<file path="src/rtl/mc_main_control.sv">
// Multicycle MIPS main control FSM: sequences fetch/decode/execute/memory/writeback.
// Define MC_MAIN_CONTROL_ILLOP_EN to trap unknown opcodes in TRAP with an illegal_op flag.
module mc_main_control #(
  parameter int STATE_W = 4
) (
  input  logic               clk,
  input  logic               rst_n,
  input  logic [5:0]         opcode,
  input  logic               mem_ready,
  output logic               pc_write,
  output logic               pc_write_cond,
  output logic               i_or_d,
  output logic               mem_read,
  output logic               mem_write,
  output logic               ir_write,
  output logic               mem_to_reg,
  output logic               reg_dst,
  output logic               reg_write,
  output logic               alu_src_a,
  output logic [1:0]         alu_src_b,
  output logic [1:0]         alu_op,
  output logic [1:0]         pc_source,
`ifdef MC_MAIN_CONTROL_ILLOP_EN
  output logic               illegal_op,
`endif
  output logic [STATE_W-1:0] dbg_state
);

  localparam logic [STATE_W-1:0] S_FETCH  = STATE_W'(0);
  localparam logic [STATE_W-1:0] S_DECODE = STATE_W'(1);
  localparam logic [STATE_W-1:0] S_MEMADR = STATE_W'(2);
  localparam logic [STATE_W-1:0] S_MEMRD  = STATE_W'(3);
  localparam logic [STATE_W-1:0] S_MEMWB  = STATE_W'(4);
  localparam logic [STATE_W-1:0] S_MEMWR  = STATE_W'(5);
  localparam logic [STATE_W-1:0] S_EXEC   = STATE_W'(6);
  localparam logic [STATE_W-1:0] S_ALUWB  = STATE_W'(7);
  localparam logic [STATE_W-1:0] S_BRANCH = STATE_W'(8);
  localparam logic [STATE_W-1:0] S_JUMP   = STATE_W'(9);
  localparam logic [STATE_W-1:0] S_ADDIEX = STATE_W'(10);
  localparam logic [STATE_W-1:0] S_ADDIWB = STATE_W'(11);
`ifdef MC_MAIN_CONTROL_ILLOP_EN
  localparam logic [STATE_W-1:0] S_TRAP   = STATE_W'(12);
`endif

  localparam logic [5:0] OP_RTYPE = 6'd0;
  localparam logic [5:0] OP_J     = 6'd2;
  localparam logic [5:0] OP_BEQ   = 6'd4;
  localparam logic [5:0] OP_ADDI  = 6'd8;
  localparam logic [5:0] OP_LW    = 6'd35;
  localparam logic [5:0] OP_SW    = 6'd43;

  logic [STATE_W-1:0] state_reg, state_next;

  always_ff @(posedge clk or negedge rst_n) begin
    if (!rst_n) state_reg <= S_FETCH;
    else        state_reg <= state_next;
  end

  always_comb begin
    state_next = S_FETCH;
    case (state_reg)
      S_FETCH:  state_next = mem_ready ? S_DECODE : S_FETCH;
      S_DECODE: begin
        case (opcode)
          OP_LW, OP_SW: state_next = S_MEMADR;
          OP_RTYPE:     state_next = S_EXEC;
          OP_BEQ:       state_next = S_BRANCH;
          OP_J:         state_next = S_JUMP;
          OP_ADDI:      state_next = S_ADDIEX;
`ifdef MC_MAIN_CONTROL_ILLOP_EN
          default:      state_next = S_TRAP;
`else
          default:      state_next = S_FETCH;
`endif
        endcase
      end
      S_MEMADR: state_next = (opcode == OP_LW) ? S_MEMRD : S_MEMWR;
      S_MEMRD:  state_next = mem_ready ? S_MEMWB : S_MEMRD;
      S_MEMWR:  state_next = mem_ready ? S_FETCH : S_MEMWR;
      S_EXEC:   state_next = S_ALUWB;
      S_ADDIEX: state_next = S_ADDIWB;
`ifdef MC_MAIN_CONTROL_ILLOP_EN
      S_TRAP:   state_next = S_TRAP;
`endif
      default:  state_next = S_FETCH;
    endcase
  end

  logic       pc_write_dec, pc_write_cond_dec, i_or_d_dec, mem_read_dec, mem_write_dec;
  logic       ir_write_dec, mem_to_reg_dec, reg_dst_dec, reg_write_dec, alu_src_a_dec;
  logic [1:0] alu_src_b_dec, alu_op_dec, pc_source_dec;

  always_comb begin
    pc_write_dec      = 1'b0;
    pc_write_cond_dec = 1'b0;
    i_or_d_dec        = 1'b0;
    mem_read_dec      = 1'b0;
    mem_write_dec     = 1'b0;
    ir_write_dec      = 1'b0;
    mem_to_reg_dec    = 1'b0;
    reg_dst_dec       = 1'b0;
    reg_write_dec     = 1'b0;
    alu_src_a_dec     = 1'b0;
    alu_src_b_dec     = 2'b00;
    alu_op_dec        = 2'b00;
    pc_source_dec     = 2'b00;
    case (state_reg)
      S_FETCH: begin
        mem_read_dec  = 1'b1;
        alu_src_b_dec = 2'b01;
        ir_write_dec  = mem_ready;
        pc_write_dec  = mem_ready;
      end
      S_DECODE: alu_src_b_dec = 2'b11;
      S_MEMADR, S_ADDIEX: begin
        alu_src_a_dec = 1'b1;
        alu_src_b_dec = 2'b10;
      end
      S_MEMRD: begin
        mem_read_dec = 1'b1;
        i_or_d_dec   = 1'b1;
      end
      S_MEMWB: begin
        reg_write_dec  = 1'b1;
        mem_to_reg_dec = 1'b1;
      end
      S_MEMWR: begin
        mem_write_dec = 1'b1;
        i_or_d_dec    = 1'b1;
      end
      S_EXEC: begin
        alu_src_a_dec = 1'b1;
        alu_op_dec    = 2'b10;
      end
      S_ALUWB: begin
        reg_write_dec = 1'b1;
        reg_dst_dec   = 1'b1;
      end
      S_BRANCH: begin
        alu_src_a_dec     = 1'b1;
        alu_op_dec        = 2'b01;
        pc_write_cond_dec = 1'b1;
        pc_source_dec     = 2'b01;
      end
      S_JUMP: begin
        pc_write_dec  = 1'b1;
        pc_source_dec = 2'b10;
      end
      S_ADDIWB: reg_write_dec = 1'b1;
      default: ;
    endcase
  end

  // Gate with rst_n so a mid-instruction reset kills requests/writes in the same cycle.
  assign pc_write      = rst_n & pc_write_dec;
  assign pc_write_cond = rst_n & pc_write_cond_dec;
  assign i_or_d        = rst_n & i_or_d_dec;
  assign mem_read      = rst_n & mem_read_dec;
  assign mem_write     = rst_n & mem_write_dec;
  assign ir_write      = rst_n & ir_write_dec;
  assign mem_to_reg    = rst_n & mem_to_reg_dec;
  assign reg_dst       = rst_n & reg_dst_dec;
  assign reg_write     = rst_n & reg_write_dec;
  assign alu_src_a     = rst_n & alu_src_a_dec;
  assign alu_src_b     = rst_n ? alu_src_b_dec : 2'b00;
  assign alu_op        = rst_n ? alu_op_dec    : 2'b00;
  assign pc_source     = rst_n ? pc_source_dec : 2'b00;
  assign dbg_state     = state_reg;
`ifdef MC_MAIN_CONTROL_ILLOP_EN
  assign illegal_op    = rst_n && (state_reg == S_TRAP);
`endif

endmodule
</file>
<file path="config.mk">
export PLATFORM = sky130hd
export DESIGN_NAME = mc_main_control
export DESIGN_NICKNAME = d
export VERILOG_FILES = /design/src/rtl/mc_main_control.sv
export SDC_FILE = /design/constraint.sdc
export NUM_CORES = 1
export LEC_CHECK = 0
export CELL_PAD_IN_SITES_DETAIL_PLACEMENT = 1
export CELL_PAD_IN_SITES_GLOBAL_PLACEMENT = 1
export CORE_UTILIZATION = 24
export DETAILED_ROUTE_END_ITERATION = 7
export GPL_ROUTABILITY_DRIVEN = 0
export PLACE_DENSITY_LB_ADDON = 0.1
export SYNTH_ARGS = -nofsm -noshare
export SYNTH_HDL_FRONTEND = slang
export SYNTH_SLANG_ARGS = --single-unit
</file>
<file path="constraint.sdc">
create_clock -name clk -period 1.7 [get_ports clk]
set_input_delay 0.51 -clock clk [delete_from_list [all_inputs] [get_ports clk]]
set_output_delay 0.51 -clock clk [all_outputs]
set_load 0.03 [all_outputs]
</file>
==> results of run 1 <==
==> timing repair <==
action	4_1_cts	5_1_grt
gates resized for setup	44	15
setup buffers	6	4
pin swaps	12	9
hold buffers	0	0
setup endpoints to repair	19	17
==> path summary, 6_finish.rpt <==
kind	start	endpoint	cells past startpoint
setup / recovery	dbg_state[2]	pc_write	6
hold / removal	rst_n	dbg_state[2]	2
setup reg to reg	dbg_state[1]	dbg_state[1]	6
hold reg to reg	dbg_state[3]	dbg_state[2]	2
max in group asynchronous	rst_n	dbg_state[3]	3
min in group clk	dbg_state[3]	dbg_state[2]	2
==> per-stage QoR <==
stage | cells | utilization
after CTS | 155 | 0.633
after floorplan | 75 | -
after global placement | 146 | 0.537
after global routing | 159 | 0.681
final | 159 | 0.681
after detailed placement | 146 | 0.537
==> final cells by class <==
cell class | instances | area (µm²)
clock buffers | 3 | 22.5
fillers | 212 | 632
inverters | 3 | 13.8
multi-input cells | 63 | 613
flip-flops and latches | 4 | 105
well taps | 27 | 33.8
repair buffers | 59 | 562
==> cell families after synthesis <==
group / after synthesis
AO/OA/AOI/OAI: 21
XOR/XNOR: 3
buffers and inverters: 8
flip-flops: 4
AND/OR/NAND/NOR: 39
==> power groups by stage <==
stage	clock network [W]	logic [W]	registers (W)
after floorplan	0	0.000140	0.000125
after global placement	0	0.000267	0.000113
after detailed placement	0	0.000273	0.000114
after CTS	0.000125	0.000310	0.000114
after global routing	0.000154	0.000364	0.000114
final	0.000149	0.000349	0.000113
==> layer usage <==
metal / GRT usage / part of all wire / up-vias
met2: 0.486 / 0.53 / 52
met3: 0.0314 / 0.059 / 14
met5: 0 / 0 / -
li1: - / - / 390
met4: 0.0931 / 0.030 / 0
met1: 0.290 / 0.38 / 430
==> synthesized netlist by cell type, drive strengths merged (2+ instances only) <==
| cell | count | area (µm²) |
|---|---|---|
| nor3 | 6 | 35.0 |
| nor2 | 13 | 51.3 |
| xor2 | 2 | 17.5 |
| nand2 | 6 | 22.5 |
| and4 | 2 | 17.5 |
| dfrtp | 4 | 100 |
| inv | 3 | 11.3 |
| nand3b | 2 | 15.0 |
| a31oi | 2 | 12.5 |
| o21ai | 10 | 50.0 |
| a21oi | 2 | 10.0 |
| buf | 4 | 22.5 |
==> Implementation_results.wiki, run 1 <==
{| class="wikitable"
! Metric !! Value
|-
| Combined buffer and inverter count along the critical path || 3
|-
| Category of the critical setup timing path || flop to output pin
|-
| Core Box Area || 1980 µm²
|-
| Number of global-route vias before repair || 927
|-
| Number of design rule violations left after detail routing || 0
|-
| PnR Total Power || 0.000611 W
|-
| Per-cell via count in the routed design || 5.57
|-
| Min-delay worst type || primary input to async pin
|-
| Post-synthesis compound-gate area fraction || 0.255
|-
| Drt wl/cell || 21.9 µm
|-
| Clk_skew || 0.0163 ns
|-
| Total number of vias || 886
|-
| Summed instance area of the synthesized netlist || 515 µm²
|-
| Leakage component of the power || 0.566 nW
|-
| Layout overhead on the synthesized area || 162%
|-
| Number of flip-flops in the largest register || 4
|-
| Internal power consumption || 0.000339 W
|-
| Half-perimeter wire length after placement || 1730 µm
|-
| Clock network latency to the later pin of the worst-skew pair || 0.27 ns
|-
| Transition time at the pin with the least slew margin || 0.321 ns
|-
| Kind of launch point of the worst setup path || flop
|-
| Gr ovfl total || 0
|-
| Share of the yosys chip area belonging to registers || 0.194
|-
| Number of design-rule violations left by the first detailed-router iteration || 21
|-
| Final setup fails || 19
|-
| Placement Setup Slack || -0.540 ns
|-
| Number of placement rows || 16
|-
| Final hold vios || 0
|-
| Total of buffers placed on input and output ports || 28
|-
| Layout cells sized above 1 || 0.720
|-
| Height of the die || 48.3 µm
|-
| Share of the synthesized netlist area taken by xor and xnor gates || 0.0510
|-
| Cell family with the largest share of critical-path delay || flip-flops
|-
| Slowest stage cell, crit path || dfrtp_2
|-
| Fraction of power consumed by the clock network || 0.244
|-
| Worst hold margin || 0.173 ns
|-
| Post-synthesis async set-or-reset flop share || 1.00
|-
| Highest-count cells in the layout ignoring fill and taps || 26 x buf_4, 23 x buf_6, 9 x o21ai_0
|-
| Longest individual stage delay on the worst path || 0.47 ns
|-
| Worst setup margin || -0.305 ns
|-
| Share of the cycle needed by the critical path after routing || 1.18
|-
| Clock-pin transition on the worst setup and hold timing paths || 0.06 ns
|-
| TritonCTS Sinks || 4
|-
| Initial antenna violation count || 0
|-
| H-tree lvl count || 1
|-
| Switch Pwr || 0.000272 W
|-
| Pin count of the biggest net entering global routing || 12
|-
| Antenna-violating nets left || 0
|-
| Count of boundary I/O pins || 29
|-
| Worst IR drop on VDD || 0.387 mV
|-
| Fin area || 1350 µm²
|-
| Max cap viols || 0
|-
| Initial Utilization || 0.260
|-
| Tot GR Track Use || 0.256
|-
| Clock tree from TritonCTS || built
|-
| Max Clock Freq || 499 MHz
|-
| Width of the die || 48.3 µm
|-
| Setup repair after global routing missed its margin || yes
|-
| Total negative slack || -3.60 ns
|-
| Number of enable-type register cells in the synthesized netlist || 0
|-
| Diode count || 0
|-
| Adder-Cell Fraction of Synth Area || 0
|-
| Run status || finished with violations
|-
| Max Root-Sink Buffers || 2
|-
| Arrival time at the worst endpoint || 1.50 ns
|-
| Mean cell area of the mapped netlist || 6.87 µm²
|-
| Register share of total power || 0.186
|-
| Top FF cell, synth || dfrtp_1
|-
| Sw Ratio || 0.445
|-
| Part of the total power dissipated in combinational logic || 0.570
|-
| Setup slack on the worst flop-to-flop path || 0 ns
|-
| Total number of nets in the final design || 143
|-
| Synthesis-stage register bit count || 4
|-
| Wire length of the first global-routing pass || 4600 µm
|-
| Clock root cell || clkbuf_4
|-
| Dpl cell area || 1060 µm²
|-
| P per Cell Area || 453 nW/µm²
|-
| Simple-gate share of the synthesized area || 0.427
|-
| Count of different cell masters after synthesis || 35
|-
| Number of buffers created by CTS || 3
|-
| Floorplan die area || 2340 µm²
|-
| Total wire length || 3490 µm
|-
| Main combinational cell family by area after synthesis || simple AND/OR/NAND/NOR gates
|-
| Failing checks || negative setup slack
|-
| Kind of capture point of the worst setup path || output pin
|-
| Net count after synthesis || 84
|-
| Number of cells produced by synthesis || 75
|-
| Endpoint required time on the critical path || 1.19 ns
|-
| Length of the first detailed-routing pass in iterations || 4
|-
| Multiplexer fraction of the synthesized cell area || 0
|-
| Minimum period implied by the final worst setup slack || 2.01 ns
|-
| Most common library cell in the layout ignoring fill and taps || buf_4
|-
| Critical path, cell by cell || buf_4, inv_4, nand3_4, nor2_4, or2_4, buf_6
|-
| Worst slew margin relative to its limit || 0.784
|-
| Max Transition Viols Final || 0
|-
| Critical path peak fanout || 5
|-
| Yosys warning total || 0
|}
Note: power is estimated with default switching activity, not from simulation.
==> inputs of run 2 (changes only) <==
--- a/config.mk
+++ b/config.mk
@@ -7,6 +7,7 @@
 export LEC_CHECK = 0
 export CELL_PAD_IN_SITES_DETAIL_PLACEMENT = 1
 export CELL_PAD_IN_SITES_GLOBAL_PLACEMENT = 1
+export CORE_MARGIN = 4
 export CORE_UTILIZATION = 24
 export DETAILED_ROUTE_END_ITERATION = 7
 export GPL_ROUTABILITY_DRIVEN = 0
==> Implementation_results.wiki, run 2 (same netlist as run 1, synthesis figures left out) <==
{| class="wikitable"
! Metric !! Value
|-
| Worst IR drop on VDD || 0.333 mV
|-
| Category of the critical setup timing path || flop to output pin
|-
| Kind of launch point of the worst setup path || flop
|-
| Highest-count cells in the layout ignoring fill and taps || 36 x buf_4, 12 x buf_6, 9 x o21ai_0
|-
| Clock network latency to the later pin of the worst-skew pair || 0.25 ns
|-
| Per-cell via count in the routed design || 4.96
|-
| Leakage component of the power || 0.535 nW
|-
| Core Box Area || 2000 µm²
|-
| Logic depth of the worst register-to-register path || 6
|-
| Most common library cell in the layout ignoring fill and taps || buf_4
|-
| Wire length of the first global-routing pass || 3760 µm
|-
| Kind of capture point of the worst setup path || output pin
|-
| Length of the first detailed-routing pass in iterations || 4
|-
| Worst hold margin || 0.303 ns
|-
| Arrival time at the worst endpoint || 1.40 ns
|-
| Minimum period implied by the final worst setup slack || 1.91 ns
|-
| Floorplan die area || 2950 µm²
|-
| Final hold vios || 0
|-
| Max cap viols || 0
|-
| Transition time at the pin with the least slew margin || 0.325 ns
|-
| Total of buffers placed on input and output ports || 28
|-
| Failing checks || negative setup slack
|-
| Antenna-violating nets left || 0
|-
| R2r endpoint || dbg_state[2]
|-
| Worst slew margin relative to its limit || 0.783
|-
| Number of global-route vias before repair || 803
|-
| Number of buffers created by CTS || 3
|-
| Count of boundary I/O pins || 29
|-
| Clock-pin transition on the worst setup and hold timing paths || 0.04 ns
|-
| Number of placement rows || 16
|-
| Number of design rule violations left after detail routing || 0
|-
| Initial antenna violation count || 0
|-
| Share of the cycle needed by the critical path after routing || 1.12
|-
| Initial Utilization || 0.257
|-
| Number of flip-flops in the largest register || 4
|-
| Worst setup margin || -0.208 ns
|-
| Dpl cell area || 1030 µm²
|-
| Max Root-Sink Buffers || 2
|-
| Critical path peak fanout || 6
|-
| Gr ovfl total || 0
|-
| Width of the die || 54.3 µm
|-
| Clk_skew || 0.00643 ns
|-
| Half-perimeter wire length after placement || 1750 µm
|-
| Fin area || 1220 µm²
|-
| P per Cell Area || 459 nW/µm²
|-
| Total wire length || 2530 µm
|-
| Height of the die || 54.3 µm
|-
| Layout overhead on the synthesized area || 136%
|-
| Endpoint required time on the critical path || 1.19 ns
|-
| Hold buffer count at cts || 0
|-
| H-tree lvl count || 1
|-
| Post-route non-filler standard cell count || 156
|-
| Drt wl/cell || 16.2 µm
|-
| Number of cells after detailed placement || 145
|-
| Diode count || 0
|-
| Max Transition Viols Final || 0
|-
| Final setup fails || 16
|-
| Tot GR Track Use || 0.176
|-
| TritonCTS Sinks || 4
|-
| Max Clock Freq || 524 MHz
|-
| Total number of nets in the final design || 140
|-
| Pin count of the biggest net entering global routing || 11
|-
| Placement Setup Slack || -0.543 ns
|-
| Run status || finished with violations
|-
| Fillcell total || 232
|-
| Min-delay worst type || primary input to async pin
|-
| Clock tree from TritonCTS || built
|-
| Number of design-rule violations left by the first detailed-router iteration || 4
|-
| Clock root cell || clkbuf_4
|-
| Setup slack on the worst flop-to-flop path || 0.13 ns
|-
| Total number of vias || 774
|-
| Setup repair after global routing missed its margin || yes
|-
| Launch instance of the worst register-to-register path || dbg_state[0]
|-
| Layout cells sized above 1 || 0.682
|}
[run 2: cell count changes in the layout (fill, tap and decap cells not counted), sizes merged]
cell | before | now
buf | 52 | 49
[run 2: area by class of cell]
| type | instances | area, µm² | area share |
|---|---|---|---|
| clock buffer | 3 | 22.5 | 0.0185 |
| inverter | 3 | 11.3 | 0.00926 |
| tap | 27 | 33.8 | 0.0278 |
| multi-input combinational | 63 | 571 | 0.469 |
| timing repair buffer | 56 | 473 | 0.389 |
| sequential | 4 | 105 | 0.0864 |
[run 2: power breakdown]
group	internal [W]	switching [W]	total (W)
clock network	0.0000797	0.0000503	0.000130
logic	0.000146	0.000168	0.000313
registers	0.000102	0.0000128	0.000115
[run 2: stage by stage]
step	TNS [ns]	utilization	total power, W
floorplan	-0.403	-	0.000265
global placement	-7.25	0.515	0.000374
detailed placement	-7.88	0.515	0.000380
CTS	-2.01	0.598	0.000545
global route	-3.02	0.608	0.000587
finish	-2.19	0.608	0.000559
[run 2: what timing repair did]
action | in CTS | in global routing
gates resized for setup | 36 | 3
pin swaps | 8 | 0
buffers inserted | 7 | 1
setup endpoints to repair | 18 | 16
[run 2: worst max-delay path by stage]
| stage | start | end | slack [ns] | depth (start not counted) |
|---|---|---|---|---|
| floorplan | dbg_state[2] | pc_source[0] | -0.10 | 4 |
| global placement | rst_n | pc_write | -0.50 | 5 |
| detailed placement | rst_n | mem_to_reg | -0.54 | 6 |
| CTS | dbg_state[3] | pc_write | -0.19 | 5 |
| global route | dbg_state[2] | pc_write | -0.24 | 4 |
| finish | dbg_state[3] | pc_write | -0.21 | 5 |
[run 2: metal layers]
layer,wire length (µm),track usage,vias up
met5,0,0,-
met4,17,0.0581,0
met3,93,0.0354,2
met2,1350,0.301,20
met1,1080,0.217,367
li1,-,-,385
[run 2: critical path, cell delays in order, from the launching register on]
cell and delay [ns]:
dfrtp_2 0.47, buf_6 0.16, nand3_4 0.11, nor2_4 0.05, or2_4 0.22, buf_6 0.14
